### config.mk
export PLATFORM = sky130hd
export DESIGN_NAME = coord_bcd_converter_flat
export DESIGN_NICKNAME = d
export VERILOG_FILES = /design/src/rtl/coord_bcd_if.sv /design/src/rtl/coord_bcd_converter.sv /design/src/flat_wrapper.sv
export SDC_FILE = /design/constraint.sdc
export NUM_CORES = 1
export LEC_CHECK = 0
export ABC_AREA = 1
export ABC_CLOCK_PERIOD_IN_PS = 2800
export CAP_MARGIN = 10
export CORE_MARGIN = 5
export CORE_UTILIZATION = 57
export CTS_CLUSTER_DIAMETER = 200
export CTS_CLUSTER_SIZE = 28
export DETAILED_ROUTE_END_ITERATION = 10
export PLACE_DENSITY = 0.85
export SYNTH_ARGS = -nofsm -noshare
export SYNTH_HDL_FRONTEND = slang
export SYNTH_SLANG_ARGS = --single-unit
### constraint.sdc
create_clock -name CLOCK_50 -period 2.8 [get_ports CLOCK_50]
set_clock_uncertainty 0.2 [all_clocks]
set_input_delay 0.42 -clock CLOCK_50 [delete_from_list [all_inputs] [get_ports CLOCK_50]]
set_output_delay 0.42 -clock CLOCK_50 [all_outputs]
set_load 0.01 [all_outputs]
### src/rtl/coord_bcd_if.sv
// Coordinate/digit bundle between the switch inputs, the BCD converter and the VGA overlay.
// clamp_flag is present only when COORD_CLAMP_EN is defined.
interface coord_bcd_if #(
    parameter int COORD_W = 9
);
    logic [COORD_W-1:0] input_x;
    logic [COORD_W-1:0] input_y;
    logic [COORD_W-1:0] x_latched;
    logic [COORD_W-1:0] y_latched;
    logic [3:0]         x_100s;
    logic [3:0]         x_10s;
    logic [3:0]         x_1s;
    logic [3:0]         y_100s;
    logic [3:0]         y_10s;
    logic [3:0]         y_1s;
    logic               valid;
    logic               busy;
`ifdef COORD_CLAMP_EN
    logic               clamp_flag;
`endif

    // master: the converter side
    modport master (
        input  input_x, input_y,
        output x_latched, y_latched,
        output x_100s, x_10s, x_1s, y_100s, y_10s, y_1s,
`ifdef COORD_CLAMP_EN
        output clamp_flag,
`endif
        output valid, busy
    );

    modport slave (
        output input_x, input_y,
        input  x_latched, y_latched,
        input  x_100s, x_10s, x_1s, y_100s, y_10s, y_1s,
`ifdef COORD_CLAMP_EN
        input  clamp_flag,
`endif
        input  valid, busy
    );
endinterface

### src/rtl/coord_bcd_converter.sv
// Per-frame snapshot of the switch coordinates and sequential double-dabble to 3-digit BCD.
// Optional COORD_CLAMP_EN: clamp captured values to MAX_X/MAX_Y and report clamp_flag.
module coord_bcd_converter #(
    parameter int COORD_W = 9,
    parameter int MAX_X   = 511,
    parameter int MAX_Y   = 218
) (
    input  logic         CLOCK_50,
    input  logic         reset,
    input  logic         VGA_VS,
    coord_bcd_if.master  bus
);

    if (COORD_W < 4 || COORD_W > 9 || MAX_X < 0 || MAX_Y < 0) begin : g_bad_param
        $error("coord_bcd_converter: illegal parameter set");
    end

    typedef enum logic {IDLE, SHIFT} state_t;

    localparam logic [3:0] LAST_CNT = 4'(COORD_W - 1);

    state_t             state, state_n;
    logic               vs_s1, vs_s2, vs_s3;
    logic               rise, start, done;
    logic [COORD_W-1:0] bin_x, bin_y;
    logic [COORD_W-1:0] cap_x, cap_y;
    logic [COORD_W-1:0] in_x, in_y;
    logic [11:0]        bcd_x, bcd_y;
    logic [11:0]        bcd_x_nxt, bcd_y_nxt;
    logic [3:0]         cnt;

    // Add-3 correction on every nibble >= 5, then shift the next binary bit in.
    function automatic logic [11:0] dabble(input logic [11:0] bcd, input logic b);
        logic [11:0] a;
        a = bcd;
        for (int i = 0; i < 3; i++) begin
            if (bcd[i*4 +: 4] >= 4'd5)
                a[i*4 +: 4] = bcd[i*4 +: 4] + 4'd3;
        end
        return {a[10:0], b};
    endfunction

`ifdef COORD_CLAMP_EN
    localparam logic [COORD_W-1:0] MAX_X_C = COORD_W'(MAX_X);
    localparam logic [COORD_W-1:0] MAX_Y_C = COORD_W'(MAX_Y);
    logic clamp_x, clamp_y, cap_clamp;
    assign clamp_x = (bus.input_x > MAX_X_C);
    assign clamp_y = (bus.input_y > MAX_Y_C);
    assign in_x    = clamp_x ? MAX_X_C : bus.input_x;
    assign in_y    = clamp_y ? MAX_Y_C : bus.input_y;
`else
    assign in_x    = bus.input_x;
    assign in_y    = bus.input_y;
`endif

    assign rise      = vs_s2 & ~vs_s3;
    assign bcd_x_nxt = dabble(bcd_x, bin_x[COORD_W-1]);
    assign bcd_y_nxt = dabble(bcd_y, bin_y[COORD_W-1]);
    assign bus.busy  = (state == SHIFT);

    always_ff @(posedge CLOCK_50) begin
        if (reset) state <= IDLE;
        else       state <= state_n;
    end

    // A rise seen while in SHIFT is simply ignored, so overlapping vsyncs never queue.
    always_comb begin
        state_n = state;
        start   = 1'b0;
        done    = 1'b0;
        case (state)
            IDLE: begin
                if (rise) begin
                    start   = 1'b1;
                    state_n = SHIFT;
                end
            end
            SHIFT: begin
                if (cnt == LAST_CNT) begin
                    done    = 1'b1;
                    state_n = IDLE;
                end
            end
            default: state_n = IDLE;
        endcase
    end

    always_ff @(posedge CLOCK_50) begin
        if (reset) begin
            vs_s1 <= 1'b0;
            vs_s2 <= 1'b0;
            vs_s3 <= 1'b0;
        end else begin
            vs_s1 <= VGA_VS;
            vs_s2 <= vs_s1;
            vs_s3 <= vs_s2;
        end
    end

    always_ff @(posedge CLOCK_50) begin
        if (reset) begin
            bin_x <= '0;
            bin_y <= '0;
            cap_x <= '0;
            cap_y <= '0;
            bcd_x <= '0;
            bcd_y <= '0;
            cnt   <= '0;
        end else if (start) begin
            bin_x <= in_x;
            bin_y <= in_y;
            cap_x <= in_x;
            cap_y <= in_y;
            bcd_x <= '0;
            bcd_y <= '0;
            cnt   <= '0;
        end else if (state == SHIFT) begin
            bin_x <= {bin_x[COORD_W-2:0], 1'b0};
            bin_y <= {bin_y[COORD_W-2:0], 1'b0};
            bcd_x <= bcd_x_nxt;
            bcd_y <= bcd_y_nxt;
            cnt   <= cnt + 4'd1;
        end
    end

`ifdef COORD_CLAMP_EN
    always_ff @(posedge CLOCK_50) begin
        if (reset) begin
            cap_clamp      <= 1'b0;
            bus.clamp_flag <= 1'b0;
        end else begin
            if (start) cap_clamp <= clamp_x | clamp_y;
            if (done)  bus.clamp_flag <= cap_clamp;
        end
    end
`endif

    // Publish from the final shift result so the last bit lands in the same cycle.
    always_ff @(posedge CLOCK_50) begin
        if (reset) begin
            bus.valid     <= 1'b0;
            bus.x_latched <= '0;
            bus.y_latched <= '0;
            bus.x_100s    <= '0;
            bus.x_10s     <= '0;
            bus.x_1s      <= '0;
            bus.y_100s    <= '0;
            bus.y_10s     <= '0;
            bus.y_1s      <= '0;
        end else begin
            bus.valid <= done;
            if (done) begin
                bus.x_latched <= cap_x;
                bus.y_latched <= cap_y;
                bus.x_100s    <= bcd_x_nxt[11:8];
                bus.x_10s     <= bcd_x_nxt[7:4];
                bus.x_1s      <= bcd_x_nxt[3:0];
                bus.y_100s    <= bcd_y_nxt[11:8];
                bus.y_10s     <= bcd_y_nxt[7:4];
                bus.y_1s      <= bcd_y_nxt[3:0];
            end
        end
    end

endmodule

### src/flat_wrapper.sv
// flat-port wrapper written by rule: the top's interface ports become plain ports
module coord_bcd_converter_flat 
#(
    parameter int COORD_W = 9,
    parameter int MAX_X   = 511,
    parameter int MAX_Y   = 218
)
  (CLOCK_50, reset, VGA_VS, bus_input_x, bus_input_y, bus_x_latched, bus_y_latched, bus_x_100s, bus_x_10s, bus_x_1s, bus_y_100s, bus_y_10s, bus_y_1s, bus_valid, bus_busy);
  coord_bcd_if #(.COORD_W(COORD_W)) bus_i ();
  input  logic CLOCK_50;
  input  logic reset;
  input  logic VGA_VS;
  input wire logic [$bits(bus_i.input_x)-1:0] bus_input_x;
  input wire logic [$bits(bus_i.input_y)-1:0] bus_input_y;
  output wire logic [$bits(bus_i.x_latched)-1:0] bus_x_latched;
  output wire logic [$bits(bus_i.y_latched)-1:0] bus_y_latched;
  output wire logic [$bits(bus_i.x_100s)-1:0] bus_x_100s;
  output wire logic [$bits(bus_i.x_10s)-1:0] bus_x_10s;
  output wire logic [$bits(bus_i.x_1s)-1:0] bus_x_1s;
  output wire logic [$bits(bus_i.y_100s)-1:0] bus_y_100s;
  output wire logic [$bits(bus_i.y_10s)-1:0] bus_y_10s;
  output wire logic [$bits(bus_i.y_1s)-1:0] bus_y_1s;
  output wire logic [$bits(bus_i.valid)-1:0] bus_valid;
  output wire logic [$bits(bus_i.busy)-1:0] bus_busy;
  assign bus_i.input_x = bus_input_x;
  assign bus_i.input_y = bus_input_y;
  assign bus_x_latched = bus_i.x_latched;
  assign bus_y_latched = bus_i.y_latched;
  assign bus_x_100s = bus_i.x_100s;
  assign bus_x_10s = bus_i.x_10s;
  assign bus_x_1s = bus_i.x_1s;
  assign bus_y_100s = bus_i.y_100s;
  assign bus_y_10s = bus_i.y_10s;
  assign bus_y_1s = bus_i.y_1s;
  assign bus_valid = bus_i.valid;
  assign bus_busy = bus_i.busy;
  coord_bcd_converter #(.COORD_W(COORD_W), .MAX_X(MAX_X), .MAX_Y(MAX_Y)) u_core (.CLOCK_50(CLOCK_50), .reset(reset), .VGA_VS(VGA_VS), .bus(bus_i));
endmodule
==> out/results.ini <==
[pwr]
comb_power_share_pct = 9.4
p_int_mw = 2.26
p_switching_mw = 0.731
peakVddDrop_mv = 0.299
clock_power_share_pct = 35.4
p_leak_nw = 2.53
power_density_mw_per_mm2 = 536
swShare_pct = 24.5
seqPwrFrac_pct = 55.2

[yosys]
synth_seq_area_share_pct = 47.7
async_flop_share_pct = 0
synth-edff-count = 0
synth.top_cells.by_area = dfxtp_1, nand2_1, inv_1
yosys_warnings = 0
ys_ff_latch = 111
syn_nets = 666
synth-compound-area-share_pct = 10.8
synth_most_common_cell = nand2_1
synth_xor_area_share_pct = 0
synthMuxAreaShare_pct = 0
synth-main-ff-cell = dfxtp_1
synthTopCellsByCount = nand2_1, dfxtp_1, inv_1
synthCells = 631
syn_area_sq_mm = 0.00465
syn_avg_cell_area_sq_um = 7.38
yosys.area_share.simple_pct = 26.6
synthDistinctLibCells = 27
synth_top_family_by_area = simple AND/OR/NAND/NOR gates
synth_adder_area_share_pct = 3.76
synth_top_area_cell = dfxtp_1
synth_top_area_share_pct = 47.7

[route]
drtIter0Drc = 264
num_vias = 4164
drcViolationCount = 0
first_pass_iters = 5
wirelength_microns = 10600
ant_nets = 0
wl_per_cell_microns = 13.2
routed_via_density = 5.20

[cts]
cts_setup_buffers = 0
clk_latency_ns = 0.36
htree_levels = 3
cts_tree = built
cts_num_sinks = 111
cts_root_buffer = clkbuf_8
postCtsHoldBufs = 0
clk_pin_slew_worst_paths_ns = 0.10
cts.path.max_buffers = 2
cts_made_buffers = 9
cts.repair.resized = 0

[setup_path]
r2r_slack_ns = 0.54
cp.required_ns = 2.84
cp_data_arrival_time_ns = 2.30
critPathKind = flop to flop
r2r_cells = 7
worstReg2RegEnd = u_core.bcd_x[11]
endpoint_kind = flop
cp_max_fo = 37
crit_path_start_kind = flop
rr_startpoint = u_core.bus.busy

[timing]
setup_viol = 0
finalSetupTns_ns = 0
min_period_over_period_pct = 80.6
hold_viol = 0
max-slew-margin-rel_pct = 41.7
final.min_clock_period_ns = 2.26
slew_viol_final = 0
tightest_slew_ns = 0.873
fmax_mhz = 443
rsz0062_at_grt = false
layout_setup_ws_ns = 0.542

[die]
die-area_sq_mm = 0.0101
fp.dieW_microns = 100
io_pins = 65
core-area_sq_mm = 0.00809
die_h_microns = 100
start_util_pct = 57.5
num_rows = 33

[placement]
placed_area_sq_mm = 0.00536
dp_slack_ns = 0.425
portBuffers = 64
globalplace.congestion = 0.850
hpwl_microns = 7470

[cells_and_area]
n_antenna_cell = 0
drive_gt1_share_pct = 6.03
nets = 727
syn_to_final_growth_pct = 19.8
design_area_sq_mm = 0.00558

[global_route]
grt_pass1_vias = 4089
grt_remaining_overflow = 0
grt_max_degree = 38
antenna_found_initial = 0
grt_pass1_wl_microns = 18100
grtUsageTotal_pct = 21.9

[hold_path]
worstHoldStart = u_core.vs_s1
hold_class = flop to flop
hold_path_depth = 2
hold_end = u_core.vs_s2

[flow_run]
cap_violations = 0

[outcome]
status = finished, final reports clean

-- critical path, stage by stage (launching register included) --
cell	delay, ns
dfxtp_1	0.37
buf_4	0.24
inv_6	0.24
nand3_4	0.22
nand2_4	0.44
inv_1	0.25
nand2_1	0.12
a21oi_1	0.05
-- power by group through the flow --
stage	registers, mW	logic (mW)	clock network [mW]
after CTS	1.65	0.279	1.07
after detailed placement	1.68	0.275	0
after global placement	1.68	0.263	0
after global routing	1.65	0.317	1.13
final	1.65	0.281	1.06
after floorplan	1.68	0.201	0
-- per-stage QoR --
step / util (%) / hold WS (ns) / total power [mW] / instances
2_1_floorplan: - / 0.188 / 1.88 / 631
3_3_place_gp: 66.2 / 0.195 / 1.95 / 786
3_5_place_dp: 66.2 / 0.193 / 1.96 / 786
4_1_cts: 68.9 / 0.207 / 3.00 / 801
5_1_grt: 68.9 / 0.221 / 3.11 / 801
6_report: 68.9 / 0.208 / 2.99 / 801
-- cell usage in the layout (no fill, tap or decap) --
cell type / n
nand2_1: 212
dfxtp_1: 111
inv_1: 94
clkdlybuf4s50_1: 64
nand3_1: 41
nor2_1: 22
a21oi_1: 22
o21ai_0: 20
o21ai_1: 20
o22ai_1: 17
ha_1: 14
nand4_1: 13
a21oi_2: 10
clkbuf_8: 10
buf_4: 9
inv_6: 3
nor3_1: 2
bufinv_16: 2
nand2_2: 1
inv_2: 1
nand3_4: 1
inv_4: 1
clkinv_1: 1
nand4_2: 1
nor2_2: 1
nor2_4: 1
nand2_4: 1
clkbuf_1: 1
-- area by class of cell --
| class | instances | area, sq um |
|---|---|---|
| timing repair buffer | 73 | 708 |
| clock inverter | 4 | 77.6 |
| clock buffer | 11 | 141 |
| sequential | 111 | 2220 |
| fill | 656 | 2520 |
| tap | 105 | 131 |
| multi-input combinational | 399 | 1920 |
| inverter | 98 | 375 |
-- logic make-up after synthesis --
kind of cell,count (synthesis)
and+or+nand+nor,296
buffers and inverters,121
DFF,111
AOI/OAI and AO/OA,89
adders and majority gates,14
-- worst max path at each step --
stage                         start                 endpoint  slack [ns]  depth (start not counted)
floorplan             u_core.cnt[0]      u_core.bus.x_10s[3]        1.37                          8
global placement              reset  u_core.bus.y_latched[8]        0.50                          5
detailed placement            reset       u_core.bus.x_1s[3]        0.43                          5
CTS                 u_core.bus.busy                 bus_busy        0.54                          2
global route          u_core.cnt[1]     u_core.bus.x_100s[3]        0.37                          7
finish              u_core.bus.busy         u_core.bcd_x[11]        0.54                          7
-- metal layers --
layer / GRT usage, % / wire length [microns] / vias to the layer above
li1: - / - / 2104
met1: 25.9 / 4450 / 1908
met2: 39.0 / 5360 / 124
met3: 3.68 / 490 / 28
met4: 9.12 / 277 / 0
met5: 0 / 0 / -
-- sequential cells by signal, summed over array words and instances (netlist names) --
register and cells:
u_core.bin_y 9, u_core.bus.x_1s 4, u_core.cap_y 9, u_core.bus.x_latched 9, u_core.bus.y_100s 4, u_core.vs_s1 1
u_core.cap_x 9, u_core.cnt 4, u_core.bus.valid 1, u_core.vs_s3 1, u_core.bcd_x 12, u_core.bus.y_latched 9
u_core.bus.y_10s 4, u_core.bcd_y 12, u_core.vs_s2 1, u_core.bus.x_10s 4, u_core.bus.busy 1, u_core.bus.x_100s 4
u_core.bin_x 9, u_core.bus.y_1s 4
(Power assumes the default switching activity.)
